==> src/rtl/ct_biu_lpmd_ctrl.sv <==
// BIU low-power controller: drains outstanding AXI reads/writes on CP0 request,
// reports quiescence, and runs the req/ack low-power handshake with the SoC.
module ct_biu_lpmd_ctrl #(
    parameter int CNT_W      = 5,
    parameter int MAX_OUTSTD = 16
) (
    input  logic       forever_cpuclk,
    input  logic       cpurst,
    input  logic       cp0_biu_no_op_req,
    input  logic [1:0] cp0_biu_lpmd_b,
    input  logic       biu_ar_hs,
    input  logic       biu_r_last_hs,
    input  logic       biu_aw_hs,
    input  logic       biu_b_hs,
    input  logic       pad_biu_lpmd_ack,
    output logic       biu_yy_xx_no_op,
    output logic       biu_req_block,
    output logic       biu_rd_full,
    output logic       biu_wr_full,
    output logic       biu_pad_lpmd_req,
    output logic [1:0] biu_pad_lpmd_b,
    output logic       biu_lpmd_err
);

    localparam logic [CNT_W-1:0] MAX_C = CNT_W'(MAX_OUTSTD);
    localparam logic [CNT_W-1:0] ONE_C = CNT_W'(1);

    typedef enum logic [2:0] {
        IDLE  = 3'd0,
        DRAIN = 3'd1,
        QUIET = 3'd2,
        LPREQ = 3'd3,
        LPMD  = 3'd4,
        EXIT  = 3'd5
    } state_e;

    state_e           state_q, state_d;
    logic [CNT_W-1:0] rd_cnt_q, rd_cnt_d, wr_cnt_q, wr_cnt_d;
    logic [1:0]       mode_q, mode_d;
    logic             err_q, err_d;
    logic             hs_any;

    assign hs_any = biu_ar_hs | biu_r_last_hs | biu_aw_hs | biu_b_hs;

    // Outputs decode only registered state, so no input reaches them combinationally.
    assign biu_yy_xx_no_op  = (state_q == QUIET) || (state_q == LPREQ) ||
                              (state_q == LPMD)  || (state_q == EXIT);
    assign biu_req_block    = (state_q != IDLE);
    assign biu_pad_lpmd_req = (state_q == LPREQ) || (state_q == LPMD);
    assign biu_pad_lpmd_b   = mode_q;
    assign biu_lpmd_err     = err_q;
    assign biu_rd_full      = (rd_cnt_q == MAX_C);
    assign biu_wr_full      = (wr_cnt_q == MAX_C);

    // Outstanding counters: simultaneous inc/dec cancel; saturate and flag on misuse.
    always_comb begin
        rd_cnt_d = rd_cnt_q;
        wr_cnt_d = wr_cnt_q;
        err_d    = err_q;
        if (biu_ar_hs && !biu_r_last_hs) begin
            if (rd_cnt_q == MAX_C) err_d = 1'b1;
            else                   rd_cnt_d = rd_cnt_q + ONE_C;
        end else if (biu_r_last_hs && !biu_ar_hs) begin
            if (rd_cnt_q == '0) err_d = 1'b1;
            else                rd_cnt_d = rd_cnt_q - ONE_C;
        end
        if (biu_aw_hs && !biu_b_hs) begin
            if (wr_cnt_q == MAX_C) err_d = 1'b1;
            else                   wr_cnt_d = wr_cnt_q + ONE_C;
        end else if (biu_b_hs && !biu_aw_hs) begin
            if (wr_cnt_q == '0) err_d = 1'b1;
            else                wr_cnt_d = wr_cnt_q - ONE_C;
        end
        // Bus traffic once quiescence was reported means the issue side ignored block.
        if (hs_any && biu_yy_xx_no_op) err_d = 1'b1;
    end

    // Low-power sequencing: next state and latched SoC mode.
    always_comb begin
        state_d = state_q;
        mode_d  = mode_q;
        case (state_q)
            IDLE:  if (cp0_biu_no_op_req) state_d = DRAIN;
            DRAIN: begin
                if (!cp0_biu_no_op_req)
                    state_d = IDLE;
                else if (rd_cnt_q == '0 && wr_cnt_q == '0 && !hs_any)
                    state_d = QUIET;
            end
            QUIET: begin
                if (cp0_biu_lpmd_b != 2'b11) begin
                    state_d = LPREQ;
                    mode_d  = cp0_biu_lpmd_b;
                end else if (!cp0_biu_no_op_req) begin
                    state_d = IDLE;
                end
            end
            // Wake-up here is deferred until the SoC has acknowledged.
            LPREQ: if (pad_biu_lpmd_ack) state_d = LPMD;
            LPMD: begin
                if (cp0_biu_lpmd_b == 2'b11) begin
                    state_d = EXIT;
                    mode_d  = 2'b11;
                end
            end
            EXIT:  if (!pad_biu_lpmd_ack) state_d = IDLE;
            default: begin
                state_d = IDLE;
                mode_d  = 2'b11;
            end
        endcase
    end

    // State, counters, mode and sticky error registers.
    always_ff @(posedge forever_cpuclk or posedge cpurst) begin
        if (cpurst) begin
            state_q  <= IDLE;
            rd_cnt_q <= '0;
            wr_cnt_q <= '0;
            mode_q   <= 2'b11;
            err_q    <= 1'b0;
        end else begin
            state_q  <= state_d;
            rd_cnt_q <= rd_cnt_d;
            wr_cnt_q <= wr_cnt_d;
            mode_q   <= mode_d;
            err_q    <= err_d;
        end
    end

endmodule

==> config.mk <==
export PLATFORM = sky130hd
export DESIGN_NAME = ct_biu_lpmd_ctrl
export DESIGN_NICKNAME = d
export VERILOG_FILES = /design/src/rtl/ct_biu_lpmd_ctrl.sv
export SDC_FILE = /design/constraint.sdc
export NUM_CORES = 1
export LEC_CHECK = 0
export CORE_UTILIZATION = 57
export DETAILED_ROUTE_END_ITERATION = 12
export PLACE_DENSITY = 0.84
export SYNTH_ARGS = -nofsm -noshare
export SYNTH_HDL_FRONTEND = slang
export SYNTH_SLANG_ARGS = --single-unit
==> constraint.sdc <==
create_clock -name forever_cpuclk -period 5.3 [get_ports forever_cpuclk]
set_input_delay 1.06 -clock forever_cpuclk [delete_from_list [all_inputs] [get_ports forever_cpuclk]]
set_output_delay 1.06 -clock forever_cpuclk [all_outputs]
set_load 0.01 [all_outputs]
==> results of run 1 <==
[state kept, by name, summed over array words and instances, names as in the netlist]
name            cells
wr_cnt_q            5
biu_lpmd_err        1
state_q             3
biu_pad_lpmd_b      2
rd_cnt_q            5
[worst register-to-register path: stages, from the launching register on]
cell and delay, ns:
sky130_fd_sc_hd__dfrtp_1 0.43, sky130_fd_sc_hd__ha_1 0.34, sky130_fd_sc_hd__nor2b_1 0.14, sky130_fd_sc_hd__o21a_1 0.17, sky130_fd_sc_hd__or3_1 0.32, sky130_fd_sc_hd__a21oi_2 0.16
sky130_fd_sc_hd__xor2_1 0.16
[layout make-up]
class | instances | area (um2)
well taps | 27 | 33.8
fillers | 164 | 558
repair buffers | 17 | 170
clock buffers | 4 | 26.3
flip-flops and latches | 16 | 403
inverters | 14 | 52.6
multi-input cells | 97 | 718
[cells by family (layout without fill, tap and decap cells)]
| group | count (synthesis) | count (layout) | share of synthesized area |
|---|---|---|---|
| muxes | 3 | 3 | 0.0274 |
| adders and majority gates | 13 | 13 | 0.150 |
| and+or+nand+nor | 36 | 36 | 0.165 |
| buffers and inverters | 17 | 35 | 0.0558 |
| AOI/OAI and AO/OA | 35 | 35 | 0.189 |
| DFF | 16 | 16 | 0.339 |
| xor gates and xnor gates | 10 | 10 | 0.0738 |
[where the power goes]
group / switching (uW) / total [uW] / internal (uW) / leakage [uW]
clock: 37.4 / 66.6 / 29.2 / 0.0000150
sequential: 89.6 / 273 / 183 / 0.000185
combinational: 196 / 405 / 210 / 0.000426
[final timing paths]
| path | slack [ns] | end | from | cells after the start |
|---|---|---|---|---|
| worst max-delay path | 2.23 | wr_cnt_q[4] | biu_b_hs | 10 |
| worst min-delay path | 0.51 | biu_pad_lpmd_b[1] | biu_pad_lpmd_b[1] | 2 |
| worst max register to register | 3.50 | wr_cnt_q[4] | wr_cnt_q[2] | 6 |
| worst min register to register | 0.51 | biu_pad_lpmd_b[1] | biu_pad_lpmd_b[1] | 2 |
| max in group asynchronous | 3.78 | rd_cnt_q[4] | cpurst | 2 |
| min in group asynchronous | 1.14 | state_q[1] | cpurst | 2 |
[metal layers]
| layer | part of all wire | vias up | GRT usage |
|---|---|---|---|
| li1 | - | 487 | - |
| met1 | 0.45 | 464 | 0.289 |
| met2 | 0.50 | 19 | 0.411 |
| met3 | 0.033 | 4 | 0.0264 |
| met4 | 0.012 | 0 | 0.0778 |
| met5 | 0 | - | 0 |
[cell usage in the layout, fill, tap and decap left out, types with 3 or more instances in the layout]
| cell | n |
|---|---|
| sky130_fd_sc_hd__clkdlybuf4s50_1 | 17 |
| sky130_fd_sc_hd__dfrtp_1 | 14 |
| sky130_fd_sc_hd__inv_1 | 13 |
| sky130_fd_sc_hd__ha_1 | 11 |
| sky130_fd_sc_hd__nand2_1 | 10 |
| sky130_fd_sc_hd__o21ai_0 | 8 |
| sky130_fd_sc_hd__o21ai_1 | 8 |
| sky130_fd_sc_hd__nor2_1 | 7 |
| sky130_fd_sc_hd__nand3_1 | 5 |
| sky130_fd_sc_hd__xnor2_1 | 5 |
| sky130_fd_sc_hd__xor2_1 | 5 |
| sky130_fd_sc_hd__a21o_1 | 4 |
| sky130_fd_sc_hd__a21oi_1 | 4 |
| sky130_fd_sc_hd__and2_1 | 3 |
| sky130_fd_sc_hd__clkbuf_4 | 3 |
[through the flow]
| step | cell area [um2] | total power [uW] |
|---|---|---|
| after floorplan | 1190 | 554 |
| after global placement | 1380 | 647 |
| after detailed placement | 1380 | 683 |
| after CTS | 1400 | 748 |
| after global routing | 1400 | 817 |
| final | 1400 | 744 |
==> metrics.txt, run 1 <==
Worst Skew 0.00290 ns; minimum clock period 3.07 ns; cts-stage hold buffer count 0; fin util 0.716; predominant post-synthesis flop cell sky130_fd_sc_hd__dfrtp_1; number of antenna violations at the first check in global routing 0; clock latency of the later-clocked register in the worst-skew pair 0.28 ns; fin. max-slew vios 0; measured slew at the worst slew-check pin 0.600 ns; number of standard cells in the final layout excluding fillers 175; static leakage 0.000627 uW; iteration-0 DRC count of the detailed router 20; number of placed I/O pins 18; Antenna diodes 0; cell family contributing the most delay on the critical path buffers and inverters; total length of routed wires 2330 um; outcome complete, no violations; number of clock buffers inserted by TritonCTS 3; total die area 2270 um2; Peak Freq 0.325 GHz; final weighted congestion in routability-driven placement 0.792; antenna-violating nets left 0; critical path, cell by cell clkdlybuf4s50_1 > inv_1 > ha_1 > inv_1 > ha_1 > nor2b_1 > o21a_1 > or3_1 > a21oi_2 > xor2_1; sum of buffers and inverters on the critical path 3; portion of synthesized cell area occupied by the leading cell type 0.295; ratio of routed vias to standard cells 5.57; Seq cells post-synth 16; ratio of cells with drive above 1 in the final layout 0.0811; Die Y 47.6 um; pin count of the biggest net entering global routing 17; number of global-route vias before repair 871; post-synth net total 153; worst-case setup slack after placement 1.91 ns; sequential-to-total area share from yosys stat 0.339; vias 974; Power per Cell Area 530 nW/um2; final critical-path share of the clock period 0.580; CTS H-tree lvls 1; post-cts sizing count 0; CP peak stage delay 0.45 ns; detailed-route DRC error count 0; post-synthesis instance area 1190 um2; critical setup path kind input pin to flip-flop; Root Buffer Master sky130_fd_sc_hd__clkbuf_4; cell with the most instances after synthesis sky130_fd_sc_hd__dfrtp_1; Avg Inst Size Synth 9.13 um2; setup fix buffers added after clock tree synthesis 0; Crit path arrival time 3.28 ns; largest fanout on the critical path 7; clock slew seen by the registers of the worst setup and hold paths 0.09 ns; category of the worst setup path launch point input pin; setup tns final 0 ns; global-route wire length before repair 3610 um; Hold Vio Cnt, Final 0; Row Count 16; Crit path required time 5.51 ns; Peak VDD IR 0.000291 V; number of enable-type register cells in the synthesized netlist 0; number of endpoints failing setup at the final stage 0; worst slew margin relative to its limit 0.599; detailed-route wire length per cell 13.3 um; Horiz. Die Dim 47.6 um; hold slack final 0.515 ns; final HPWL from detailed placement 1930 um; leading post-synthesis cells by instance count 14 x sky130_fd_sc_hd__dfrtp_1, 13 x sky130_fd_sc_hd__inv_1, 11 x sky130_fd_sc_hd__ha_1; GRT Resource Usage Total 0.230; count of mapped cells out of synthesis 130; share of synthesized flip-flops with an asynchronous set or reset 1.00; post-synthesis to final-layout area growth 18.2%; total global routing overflow 0; iteration count of the initial detailed-routing pass 4; initial core utilization 0.605; number of placed instances, taps included 171; Bufs on Longest Clock Path 2; Post-layout nets 172; cell with the largest stage delay on the worst path sky130_fd_sc_hd__clkdlybuf4s50_1; max_cap viols 0; crit path capture type flip-flop; Synth Warn # 0; RSZ-0062 raised after global routing false; number of clock sinks seen by CTS 16; final setup slack of the worst path 2.23 ns; cells taking the most area after synthesis sky130_fd_sc_hd__dfrtp_1 30%, sky130_fd_sc_hd__ha_1 12%, sky130_fd_sc_hd__dfstp_2 4.4%; # port buffers 17; Core Footprint 1960 um2; post-synth cell types 36; dominant cell type by area after synthesis sky130_fd_sc_hd__dfrtp_1; TritonCTS clock tree done; worst min-delay path category flip-flop to flip-flop
No activity file was read; power rests on OpenSTA's default activity.
==> run 2, diff against run 1 <==
--- a/config.mk
+++ b/config.mk
@@ -5,9 +5,9 @@
 export SDC_FILE = /design/constraint.sdc
 export NUM_CORES = 1
 export LEC_CHECK = 0
-export CORE_UTILIZATION = 57
+export CORE_UTILIZATION = 48
 export DETAILED_ROUTE_END_ITERATION = 12
-export PLACE_DENSITY = 0.84
+export PLACE_DENSITY = 0.75
 export SYNTH_ARGS = -nofsm -noshare
 export SYNTH_HDL_FRONTEND = slang
 export SYNTH_SLANG_ARGS = --single-unit
==> constraint.sdc (replaced) <==
create_clock -name forever_cpuclk -period 2.5 [get_ports forever_cpuclk]
set_input_delay 0.5 -clock forever_cpuclk [delete_from_list [all_inputs] [get_ports forever_cpuclk]]
set_output_delay 0.5 -clock forever_cpuclk [all_outputs]
set_load 0.01 [all_outputs]
==> metrics.txt, run 2 (synthesis gave the netlist of run 1 again) <==
post-synthesis to final-layout area growth 25.5%; worst slew margin relative to its limit 0.608; Horiz. Die Dim 51.7 um; ratio of cells with drive above 1 in the final layout 0.146; Bufs on Longest Clock Path 2; CTS H-tree lvls 1; critical setup path kind flip-flop to output pin; sum of buffers and inverters on the critical path 1; Crit path required time 2.00 ns; number of endpoints failing setup at the final stage 0; largest fanout on the critical path 4; detailed-route DRC error count 0; number of clock sinks seen by CTS 16; final critical-path share of the clock period 0.952; crit path capture type output pin; iteration-0 DRC count of the detailed router 10; RSZ-0062 raised after global routing false; max_cap viols 0; clock latency of the later-clocked register in the worst-skew pair 0.28 ns; Post-layout nets 182; antenna-violating nets left 0; worst-case setup slack after placement -0.0543 ns; Hold Vio Cnt, Final 0; detailed-route wire length per cell 12.1 um; Peak Freq 0.420 GHz; most common library cell in the layout ignoring fill and taps sky130_fd_sc_hd__clkdlybuf4s50_1; setup tns final 0 ns; Root Buffer Master sky130_fd_sc_hd__clkbuf_4; sum of internal, switching and leakage power 1630 uW; total die area 2680 um2; placed instance area 1450 um2; initial core utilization 0.522; final weighted congestion in routability-driven placement 0.808; GRT Resource Usage Total 0.196; cell with the largest stage delay on the worst path sky130_fd_sc_hd__clkdlybuf4s50_1; critical path, cell by cell nor4_2 > and2_1 > clkdlybuf4s50_1; Design Area, Final 1490 um2; final HPWL from detailed placement 1840 um; fin util 0.655; outcome complete, no violations; largest registers in the final layout rd_cnt_q (5), wr_cnt_q (5), state_q (3); number of placed I/O pins 18; fin. max-slew vios 0; final setup slack of the worst path 0.119 ns; number of antenna violations at the first check in global routing 0; static leakage 0.000681 uW; Worst Skew 0.00503 ns; Crit path arrival time 1.88 ns; ratio of routed vias to standard cells 5.33; cts-stage hold buffer count 0; Antenna diodes 0; global-route wire length before repair 3910 um; total length of routed wires 2250 um; Power per Cell Area 1090 nW/um2; Row Count 17; vias 991; iteration count of the initial detailed-routing pass 4; clock slew seen by the registers of the worst setup and hold paths 0.09 ns; pin count of the biggest net entering global routing 17; post-cts sizing count 0; CP peak stage delay 0.53 ns; category of the worst setup path launch point flip-flop; worst min-delay path category flip-flop to flip-flop; total global routing overflow 0; number of global-route vias before repair 960; Core Footprint 2280 um2; setup fix buffers added after clock tree synthesis 0; Peak VDD IR 0.000601 V; measured slew at the worst slew-check pin 0.587 ns; most frequent cells in the layout 17 x sky130_fd_sc_hd__clkdlybuf4s50_1, 14 x sky130_fd_sc_hd__dfrtp_1, 13 x sky130_fd_sc_hd__inv_1, 11 x sky130_fd_sc_hd__ha_1; cell family contributing the most delay on the critical path simple AND/OR/NAND/NOR gates; TritonCTS clock tree done; Die Y 51.7 um; minimum clock period 2.38 ns; number of clock buffers inserted by TritonCTS 3; # port buffers 17
run 2: final cells by class:
cell class	instances	area, um2
Clock buffer	4	36.3
Timing Repair Buffer	27	245
Tap cell	28	35.0
Sequential cell	16	403
Inverter	14	52.6
Fill cell	198	786
Multi-Input combinational cell	97	718
run 2: power breakdown:
group | switching, uW | leakage, uW | internal [uW]
Combinational | 413 | 0.000475 | 472
Clock | 78.7 | 0.0000210 | 88.5
Sequential | 190 | 0.000185 | 388
run 2: worst reg2reg max path: stages, from the launching register on:
cell	delay [ns]
sky130_fd_sc_hd__dfrtp_1	0.43
sky130_fd_sc_hd__ha_1	0.31
sky130_fd_sc_hd__nor2b_1	0.13
sky130_fd_sc_hd__o21a_1	0.17
sky130_fd_sc_hd__or3_1	0.32
sky130_fd_sc_hd__a21oi_2	0.15
sky130_fd_sc_hd__xor2_1	0.14
run 2: final timing paths:
| kind | to | depth (start not counted) | from | slack (ns) |
|---|---|---|---|---|
| max | biu_wr_full | 3 | wr_cnt_q[0] | 0.12 |
| min | biu_pad_lpmd_b[0] | 2 | biu_pad_lpmd_b[0] | 0.51 |
| max reg2reg | wr_cnt_q[4] | 6 | wr_cnt_q[2] | 0.78 |
| min reg2reg | biu_pad_lpmd_b[0] | 2 | biu_pad_lpmd_b[0] | 0.51 |
| max in group asynchronous | biu_lpmd_err | 2 | cpurst | 1.53 |
| min in group asynchronous | wr_cnt_q[4] | 2 | cpurst | 0.58 |
run 2: through the flow:
| step | hold slack, ns | instances |
|---|---|---|
| floorplan | 0.412 | 130 |
| global placement | 0.485 | 182 |
| detailed placement | 0.497 | 182 |
| CTS | 0.513 | 186 |
| global route | 0.531 | 186 |
| finish | 0.506 | 186 |
run 2: per-layer routing:
| layer | global-route usage | wire length (um) |
|---|---|---|
| met5 | 0 | 0 |
| met4 | 0.0676 | 25 |
| met3 | 0.00877 | 74 |
| met2 | 0.348 | 1060 |
| met1 | 0.253 | 1090 |
